==> src/rtl/alu_issue.sv <==
// Operand-issue stage: decodes MIPS words into ALU opcode/operands; 1-cycle latency, registered in_ready with a skid entry so stalls never drop work.
// Optional ALU_ISSUE_STATS_EN adds stat_issued (wrapping) and stat_illegal (saturating) transfer counters.
module alu_issue (
    input  logic        clk,
    input  logic        rst,
    input  logic        in_valid,
    output logic        in_ready,
    input  logic [31:0] instr,
    input  logic [31:0] rs_val,
    input  logic [31:0] rt_val,
    output logic        out_valid,
    input  logic        out_ready,
    output logic [3:0]  out_opcode,
    output logic [31:0] out_a,
    output logic [31:0] out_b,
    output logic [4:0]  out_rd,
    output logic        out_we,
    output logic        out_illegal
`ifdef ALU_ISSUE_STATS_EN
    ,
    output logic [31:0] stat_issued,
    output logic [15:0] stat_illegal
`endif
);

    typedef struct packed {
        logic [3:0]  opcode;
        logic [31:0] a;
        logic [31:0] b;
        logic [4:0]  rd;
        logic        we;
        logic        illegal;
    } req_t;

    typedef enum logic {PASS = 1'b0, HOLD = 1'b1} state_t;

    localparam logic [3:0] OP_ADD = 4'd0, OP_SUB = 4'd1, OP_AND = 4'd2, OP_OR  = 4'd3,
                           OP_XOR = 4'd4, OP_LUI = 4'd5, OP_SLL = 4'd6, OP_SRL = 4'd7,
                           OP_SRA = 4'd8;

    logic [5:0]  op;
    logic [5:0]  funct;
    logic [15:0] imm;
    req_t        dec;
    logic        dec_ok;

    assign op    = instr[31:26];
    assign funct = instr[5:0];
    assign imm   = instr[15:0];

    always_comb begin
        dec    = '0;
        dec_ok = 1'b1;
        if (op == 6'h00) begin
            dec.a  = rs_val;
            dec.b  = rt_val;
            dec.rd = instr[15:11];
            case (funct)
                6'h20, 6'h21: dec.opcode = OP_ADD;
                6'h22, 6'h23: dec.opcode = OP_SUB;
                6'h24:        dec.opcode = OP_AND;
                6'h25:        dec.opcode = OP_OR;
                6'h26:        dec.opcode = OP_XOR;
                6'h00, 6'h02, 6'h03, 6'h04, 6'h06, 6'h07: begin
                    // funct[1:0] picks the shift kind; funct[2] picks variable vs immediate amount
                    case (funct[1:0])
                        2'b00:   dec.opcode = OP_SLL;
                        2'b10:   dec.opcode = OP_SRL;
                        default: dec.opcode = OP_SRA;
                    endcase
                    dec.a = rt_val;
                    dec.b = funct[2] ? {27'b0, rs_val[4:0]} : {27'b0, instr[10:6]};
                end
                default: dec_ok = 1'b0;
            endcase
        end else begin
            dec.a  = rs_val;
            dec.rd = instr[20:16];
            case (op)
                6'h08, 6'h09: begin dec.opcode = OP_ADD; dec.b = {{16{imm[15]}}, imm}; end
                6'h0C:        begin dec.opcode = OP_AND; dec.b = {16'h0, imm}; end
                6'h0D:        begin dec.opcode = OP_OR;  dec.b = {16'h0, imm}; end
                6'h0E:        begin dec.opcode = OP_XOR; dec.b = {16'h0, imm}; end
                6'h0F:        begin dec.opcode = OP_LUI; dec.a = {imm, 16'h0}; dec.b = '0; end
                default:      dec_ok = 1'b0;
            endcase
        end
        if (!dec_ok) begin
            dec = '0;
        end
        dec.illegal = !dec_ok;
        dec.we      = dec_ok && (dec.rd != 5'd0);
    end

    state_t state_q, state_d;
    logic   out_valid_q, out_valid_d;
    req_t   out_q, out_d;
    req_t   skid_q, skid_d;
    logic   accept;
    logic   out_xfer;

    assign accept   = in_valid && (state_q == PASS);
    assign out_xfer = out_valid_q && out_ready;

    always_comb begin
        state_d     = state_q;
        out_valid_d = out_valid_q;
        out_d       = out_q;
        skid_d      = skid_q;
        case (state_q)
            PASS: begin
                if (accept) begin
                    if (!out_valid_q || out_ready) begin
                        out_d       = dec;
                        out_valid_d = 1'b1;
                    end else begin
                        skid_d  = dec;
                        state_d = HOLD;
                    end
                end else if (out_xfer) begin
                    out_valid_d = 1'b0;
                end
            end
            HOLD: begin
                if (out_xfer) begin
                    out_d   = skid_q;
                    state_d = PASS;
                end
            end
            default: state_d = PASS;
        endcase
    end

    always_ff @(posedge clk) begin
        if (rst) begin
            state_q     <= PASS;
            out_valid_q <= 1'b0;
            out_q       <= '0;
            skid_q      <= '0;
        end else begin
            state_q     <= state_d;
            out_valid_q <= out_valid_d;
            out_q       <= out_d;
            skid_q      <= skid_d;
        end
    end

    assign in_ready    = (state_q == PASS);
    assign out_valid   = out_valid_q;
    assign out_opcode  = out_q.opcode;
    assign out_a       = out_q.a;
    assign out_b       = out_q.b;
    assign out_rd      = out_q.rd;
    assign out_we      = out_q.we;
    assign out_illegal = out_q.illegal;

`ifdef ALU_ISSUE_STATS_EN
    logic [31:0] stat_issued_q, stat_issued_d;
    logic [15:0] stat_illegal_q, stat_illegal_d;

    always_comb begin
        stat_issued_d  = stat_issued_q;
        stat_illegal_d = stat_illegal_q;
        if (out_xfer) begin
            stat_issued_d = stat_issued_q + 32'd1;
            if (out_q.illegal && (stat_illegal_q != 16'hFFFF)) begin
                stat_illegal_d = stat_illegal_q + 16'd1;
            end
        end
    end

    always_ff @(posedge clk) begin
        if (rst) begin
            stat_issued_q  <= '0;
            stat_illegal_q <= '0;
        end else begin
            stat_issued_q  <= stat_issued_d;
            stat_illegal_q <= stat_illegal_d;
        end
    end

    assign stat_issued  = stat_issued_q;
    assign stat_illegal = stat_illegal_q;
`endif

endmodule
==> config.mk <==
export PLATFORM = sky130hd
export DESIGN_NAME = alu_issue
export DESIGN_NICKNAME = d
export VERILOG_FILES = /design/src/rtl/alu_issue.sv
export SDC_FILE = /design/constraint.sdc
export NUM_CORES = 1
export LEC_CHECK = 0
export BUFFER_PORTS_ARGS = -buffer_cell sky130_fd_sc_hd__buf_2
export CAP_MARGIN = 20
export CORE_MARGIN = 10
export CORE_UTILIZATION = 55
export CTS_CLUSTER_DIAMETER = 50
export DETAILED_ROUTE_END_ITERATION = 16
export HOLD_SLACK_MARGIN = 0.05
export PLACE_DENSITY_LB_ADDON = 0.15
export SETUP_SLACK_MARGIN = 0.1
export SYNTH_ARGS = -nofsm -noshare
export SYNTH_HDL_FRONTEND = slang
export SYNTH_SLANG_ARGS = --single-unit
==> constraint.sdc <==
create_clock -name clk -period 5.75 [get_ports clk]
set_input_delay 1.15 -clock clk [delete_from_list [all_inputs] [get_ports clk]]
set_output_delay 1.15 -clock clk [all_outputs]
set_load 0.02 [all_outputs]
==> reports/results.ini, run 1 <==
[sta]
max_freq_mhz = 290
min_period_ns = 3.45
setup_viol = 0
timing.final.crit_share_pct = 60.0
rsz0062_at_grt = false
hold_violations = 0
skew_ns = 0.00522
slew_headroom_pct = 27.7
tightest_slew_ns = 1.08
finalSetupTns_ns = 0
slew_violations = 0

[layout]
multi_input_area_sq_mm = 0.00351
seqCellArea_sq_mm = 0.00304
finalNetCount = 1040
fin_cells = 1122
nFillCells = 1062
drive_above_1_share_pct = 24.3
syn_to_final_growth_pct = 20.7

[die]
num_rows = 40
die_area_sq_mm = 0.0174
pin_count = 177
dieWidth_um = 132
core_area_sq_mm = 0.0122
initial_core_util_pct = 56.6
dieHeight_um = 132

[power_and_ir_drop]
switchingPower_uw = 638
peakVddDrop_v = 0.000174
intPower_uw = 1790
leakage_uw = 0.00351
p_per_area_mw_per_mm2 = 291
pwr-share-clk_pct = 41.9
combPwrFrac_pct = 12.8
power_frac_seq_pct = 45.4
p_sw_share_pct = 26.3

[run_status]
run_status = finished, final reports clean

[clocking]
cts_tree = yes
cts.clk_slew.worst_paths_ns = 0.06
cts_buffers = 17
cts.sinks = 152
postCtsSetupBuffers = 0
ctsLongestPathBuffers = 2
htreeDepth = 4
hold_buffers = 0
root_buffer = clkbuf_16
cts_resized = 0
clkLatencyLatePin_ns = 0.43

[logic_synthesis]
synth_top_area_cell = dfxtp_1
ys_seq_elements = 152
async_reset_ff_share_pct = 0
synth_area_leaders = dfxtp_1 (44%), a21oi_1 (6.2%), o21ai_0 (5.6%), clkbuf_1 (3.9%), a22o_1 (3.7%)
syn_nets = 918
synth_edf_count = 0
yosysTopAreaCellShare_pct = 44.2
ys_seq_area_share_pct = 44.2
synth_area_sq_mm = 0.00689
yosys_warnings = 0
ys.flop_type = dfxtp_1
syn-instance-count = 818
synth_cell_type_count = 50
avgSynthCellArea_sq_um = 8.42

[drt]
first_iter_violations = 697
wl_met2_mm = 11.3
wl_met1_mm = 9.56
post_drt_wl_per_cell_um = 21.2
dr.pass1.iters = 5
top_layer = met4
via_per_inst = 6.34
drcViolationCount = 0
ant_nets = 0
vias = 7111
drt-total-wl_mm = 23.8
wl_met3_mm = 2.29

[worst_setup_path]
path_max_fanout = 21
r2r-end = out_opcode[1]
max_stage_delay_ns = 0.70
crit_path_end_kind = flop
worstPathCellList = buf_2, or4_4, a211oi_4, a21oi_1, nand2_1, o22ai_1
start_kind = input pin
crit_type = input pin to flop
arrival_ns = 3.70
crit_required_ns = 6.00
ff2ff_setup_slack_ns = 2.97
worstRegToRegCells = 6
r2r-start = state_q
crit_slowest_cell = nand2_1

[place]
gp_congestion = 0.935
io_buffer_count = 171
dp_hpwl_mm = 16.3
placedCellCount = 1086

[min_path]
hold_class = flop to flop
hold_start = skid_q[67]
min_to = skid_q[67]
worstHoldPathCells = 2

[flow_run]
max-cap-violations = 0

[global_routing]
grt_pass1_vias = 6907
grt-ovfl-total = 0
antenna_found_initial = 3
grt_first_pass_wirelength_mm = 37.1
grt_max_degree = 80
grtUsageTotal_pct = 25.9

-- how the worst max path moves through the flow --
stage	startpoint	endpoint	slack, ns	cells after the start
detailed placement	instr[26]	skid_q[48]	1.73	6
CTS	instr[26]	skid_q[48]	2.18	6
global route	instr[26]	out_a[25]	2.22	6
finish	instr[26]	out_a[25]	2.30	6
floorplan	instr[27]	out_a[11]	2.70	8
global placement	instr[26]	skid_q[53]	1.84	6
-- metrics by stage --
step / util (%) / hold slack, ns / area (sq um) / setup WS [ns] / total power [uW]
after floorplan: - / 0.417 / 6890 / 2.70 / 1300
after global placement: 63.5 / 0.426 / 7720 / 1.84 / 1420
after detailed placement: 63.5 / 0.434 / 7720 / 1.73 / 1420
after CTS: 67.8 / 0.447 / 8250 / 2.18 / 2420
after global routing: 68.3 / 0.471 / 8310 / 2.22 / 2500
final: 68.4 / 0.444 / 8310 / 2.30 / 2420
-- metal layers --
| metal | GRT usage (%) | vias up |
|---|---|---|
| met5 | 0 | - |
| met4 | 11.1 | 0 |
| met3 | 7.77 | 60 |
| met2 | 41.7 | 383 |
| met1 | 31.3 | 3400 |
| li1 | - | 3268 |
-- registers in the layout, summed over array words and instances, names as in the netlist --
name         cells
out_illegal      1
out_rd           5
skid_q          75
state_q          1
out_valid        1
out_b           32
out_we           1
out_a           32
out_opcode       4
-- area by class of cell --
type                       instances  area share [%]
antenna                            3          0.0903
clock buffer                      28            6.22
clock inverter                     2           0.150
inverter                          10           0.451
multi-input combinational        577            42.3
sequential                       152            36.6
tap                              168            2.53
timing repair buffer             182            11.7
-- cells by family after synthesis --
kind of cell,count (synthesis),share of synthesized area (%)
simple gates,233,16.5
mux,14,2.11
buf+inv,89,5.21
compound gates,330,32.1
flops,152,44.2
-- critical path, delay by kind of cell --
family	cells	cell delay, ns
AO/OA/AOI/OAI	3	1.07
AND/OR/NAND/NOR	2	1.32
buffers and inverters	1	0.14
-- layout by cell type (no fill, tap or decap), drive strengths merged, types with 3 or more instances in the layout --
cell type,netlist,layout
a211oi,18,18
a21boi,11,11
a21oi,85,85
a221oi,23,23
a22o,29,29
a22oi,5,5
a2bb2oi,5,5
and2,12,12
and3,38,38
buf,8,182
clkbuf,71,28
dfxtp,152,152
diode,0,3
inv,10,10
mux2,4,4
mux2i,10,10
nand2,65,65
nand2b,4,4
nand3,5,5
nor2,61,61
nor2b,3,3
nor3,32,32
nor4,3,3
o211ai,3,3
o21ai,88,88
o22ai,38,38
o32a,16,16
or4,3,3
-- synth_stat cells (2+ instances only) --
| master | n |
|---|---|
| a211oi_1 | 8 |
| buf_2 | 2 |
| o211ai_1 | 3 |
| inv_1 | 10 |
| a21boi_0 | 11 |
| nor2b_1 | 3 |
| dfxtp_1 | 152 |
| nand3b_1 | 2 |
| a22oi_1 | 5 |
| a211oi_2 | 9 |
| nand2_1 | 65 |
| a22o_1 | 29 |
| a221oi_1 | 18 |
| mux2_2 | 4 |
| a21oi_1 | 85 |
| and2_1 | 12 |
| nand3_1 | 5 |
| or4_1 | 2 |
| o32a_1 | 16 |
| a221oi_2 | 5 |
| nand2b_1 | 4 |
| nor2_1 | 61 |
| o22ai_1 | 38 |
| o21ai_1 | 11 |
| nor4_1 | 2 |
| a2bb2oi_1 | 5 |
| buf_6 | 3 |
| buf_1 | 3 |
| clkbuf_1 | 71 |
| nor3_1 | 32 |
| and3_1 | 38 |
| mux2i_1 | 10 |
| o21ai_0 | 77 |
-- power groups by stage --
stage | logic [uW] | registers (uW) | clock network, uW
detailed placement | 299 | 1120 | 0
CTS | 301 | 1100 | 1020
floorplan | 154 | 1150 | 0
finish | 309 | 1100 | 1010
global route | 332 | 1100 | 1070
global placement | 295 | 1120 | 0
Note: power is estimated with default switching activity, not from simulation.
==> run 2, diff against run 1 <==
--- a/config.mk
+++ b/config.mk
@@ -8,7 +8,7 @@
 export BUFFER_PORTS_ARGS = -buffer_cell sky130_fd_sc_hd__buf_2
 export CAP_MARGIN = 20
 export CORE_MARGIN = 10
-export CORE_UTILIZATION = 55
+export CORE_UTILIZATION = 53
 export CTS_CLUSTER_DIAMETER = 50
 export DETAILED_ROUTE_END_ITERATION = 16
 export HOLD_SLACK_MARGIN = 0.05
==> constraint.sdc (replaced) <==
create_clock -name clk -period 3.5 [get_ports clk]
set_input_delay 0.7 -clock clk [delete_from_list [all_inputs] [get_ports clk]]
set_output_delay 0.7 -clock clk [all_outputs]
set_load 0.02 [all_outputs]
==> run 2 against run 1 <==
Compared with the run above:
- via count is 1.3% higher
- sequential share of layout area down 0.47 points
- non-clock buffer count is 11 higher
- flip-flop and latch count unchanged
- utilization decreased by 1.9 points
- clock skew barely moved
- worst hold slack is essentially flat
- highest routed layer is now met5
==> reports/results.ini, run 2 (same netlist as run 1, synthesis figures left out) <==
[layout]
drive_above_1_share_pct = 25.7  ; +1.4 points
postLayoutCellArea_sq_mm = 0.00842  ; +1.3%
largest_reg_flops = 75  ; unchanged
syn_to_final_growth_pct = 22.3
layout_common_cells = buf_2 (171), dfxtp_1 (151), a21oi_1 (84), o21ai_0 (77), nand2_1 (65)
nFillCells = 1086  ; +2.3%
top_register = skid_q
seqCellArea_sq_mm = 0.00304  ; unchanged
finalNetCount = 1051  ; +1.1%
n_antenna_cell = 0  ; -3
final_common_cell = buf_2
multi_input_area_sq_mm = 0.00351  ; unchanged

[worst_setup_path]
r2r-start = state_q
crit_type = input pin to flop
crit_slowest_cell = o211ai_1
crit_required_ns = 3.78  ; -2.22 ns
arrival_ns = 2.88  ; -0.82 ns
critPathBufInv = 1  ; unchanged
worstPathCellList = buf_2, or3_1, o211ai_1, a21boi_0, o21ai_1, a211oi_2
crit_path_end_kind = flop
path_max_fanout = 12  ; -43%
start_kind = input pin
max_stage_delay_ns = 0.86  ; +0.16 ns
critPathLaunch = instr[5]
path_delay_family = compound AO/OA/AOI/OAI gates

[place]
place_area_sq_mm = 0.00784  ; +1.5%
io_buffer_count = 171  ; unchanged
dp_hpwl_mm = 16.6  ; +1.8%
gp_congestion = 0.927  ; -0.90%

[drt]
drt-total-wl_mm = 24.0  ; +0.64%
via_per_inst = 6.34  ; about the same
drcViolationCount = 0  ; unchanged
dr.pass1.iters = 5  ; unchanged
post_drt_wl_per_cell_um = 21.1  ; -0.60%
first_iter_violations = 700  ; +0.43%
vias = 7205  ; +1.3%
ant_nets = 0  ; unchanged

[run_status]
run_status = finished, final reports clean

[clocking]
hold_buffers = 0  ; unchanged
postCtsSetupBuffers = 0  ; unchanged
htreeDepth = 4  ; unchanged
cts.clk_slew.worst_paths_ns = 0.06  ; about the same
ctsLongestPathBuffers = 2  ; unchanged
cts.sinks = 152  ; unchanged
cts_buffers = 17  ; unchanged
clkLatencyLatePin_ns = 0.42  ; about the same
cts_resized = 0  ; unchanged
root_buffer = clkbuf_16
cts_tree = yes

[sta]
slew_headroom_pct = 31.4  ; +3.7 points
setup_viol = 0  ; unchanged
holdWs_ns = 0.444  ; +0.000291 ns
min_period_ns = 2.60
hold_violations = 0  ; unchanged
tightest_slew_ns = 1.02  ; -0.0566 ns
max_freq_mhz = 385
finalSetupTns_ns = 0  ; unchanged
slew_violations = 0  ; unchanged
rsz0062_at_grt = false
skew_ns = 0.00566  ; +0.000435 ns
timing.final.crit_share_pct = 74.3

[global_routing]
grt_first_pass_wirelength_mm = 37.0  ; about the same
grtUsageTotal_pct = 25.4  ; -0.43 points
grt-ovfl-total = 0  ; unchanged
antenna_found_initial = 1  ; -2
grt_max_degree = 65  ; -19%
grt_pass1_vias = 6986  ; +1.1%

[min_path]
hold_class = flop to flop
hold_start = skid_q[7]

[die]
die_area_sq_mm = 0.0180  ; +3.2%
pin_count = 177  ; unchanged
num_rows = 41  ; +2.5%
dieHeight_um = 134  ; +1.6%
initial_core_util_pct = 54.4  ; -2.3 points
dieWidth_um = 134  ; +1.6%
core_area_sq_mm = 0.0127  ; +4.2%

[power_and_ir_drop]
peakVddDrop_v = 0.000273  ; +57%
leakage_uw = 0.00356  ; +1.6%
p_per_area_mw_per_mm2 = 486  ; +67%

[flow_run]
max-cap-violations = 0  ; unchanged

-- run 2: metrics by stage --
stage          std cells  setup WS (ns)  power (uW)  utilization [%]
2_1_floorplan        818          0.898        2140                -
3_3_place_gp        1103          0.529        2340             61.9
3_5_place_dp        1103          0.461        2350             61.9
4_1_cts             1135          0.900        4100             66.4
5_1_grt             1136          0.811        4220             66.5
6_report            1136          0.901        4090             66.5
-- run 2: final cells by class --
class / instances / area share [%]
Sequential cell: 152 / 36.1
Clock inverter: 9 / 1.07
Tap cell: 172 / 2.55
Clock buffer: 23 / 5.79
Inverter: 10 / 0.446
Timing Repair Buffer: 193 / 12.3
Multi-Input combinational cell: 577 / 41.7
-- run 2: report_power, final --
group | total (uW) | internal [uW] | switching [uW]
Clock | 1770 | 1050 | 719
Sequential | 1800 | 1780 | 25.3
Combinational | 517 | 169 | 348
Total | 4090 | 3000 | 1090
-- run 2: final timing paths --
path / endpoint / slack, ns / cells past startpoint
max: out_a[15] / 0.90 / 6
min: skid_q[7] / 0.44 / 2
max reg2reg: out_b[31] / 1.15 / 6
min reg2reg: skid_q[7] / 0.44 / 2
-- run 2: worst min-delay path: cells and delay by family (launching register included) --
kind            cells  cell delay, ns
compound gates      1            0.05
flops               1            0.32
simple gates        1            0.04
-- run 2: routing by layer --
layer  track usage, %  vias to the layer above  share of wire (%)
met1             30.2                     3446                 39
met5                0                        -              0.046
met4             9.37                        2                2.6
met3             7.95                       58                 11
met2             42.2                      398                 48
li1                 -                     3301                  -
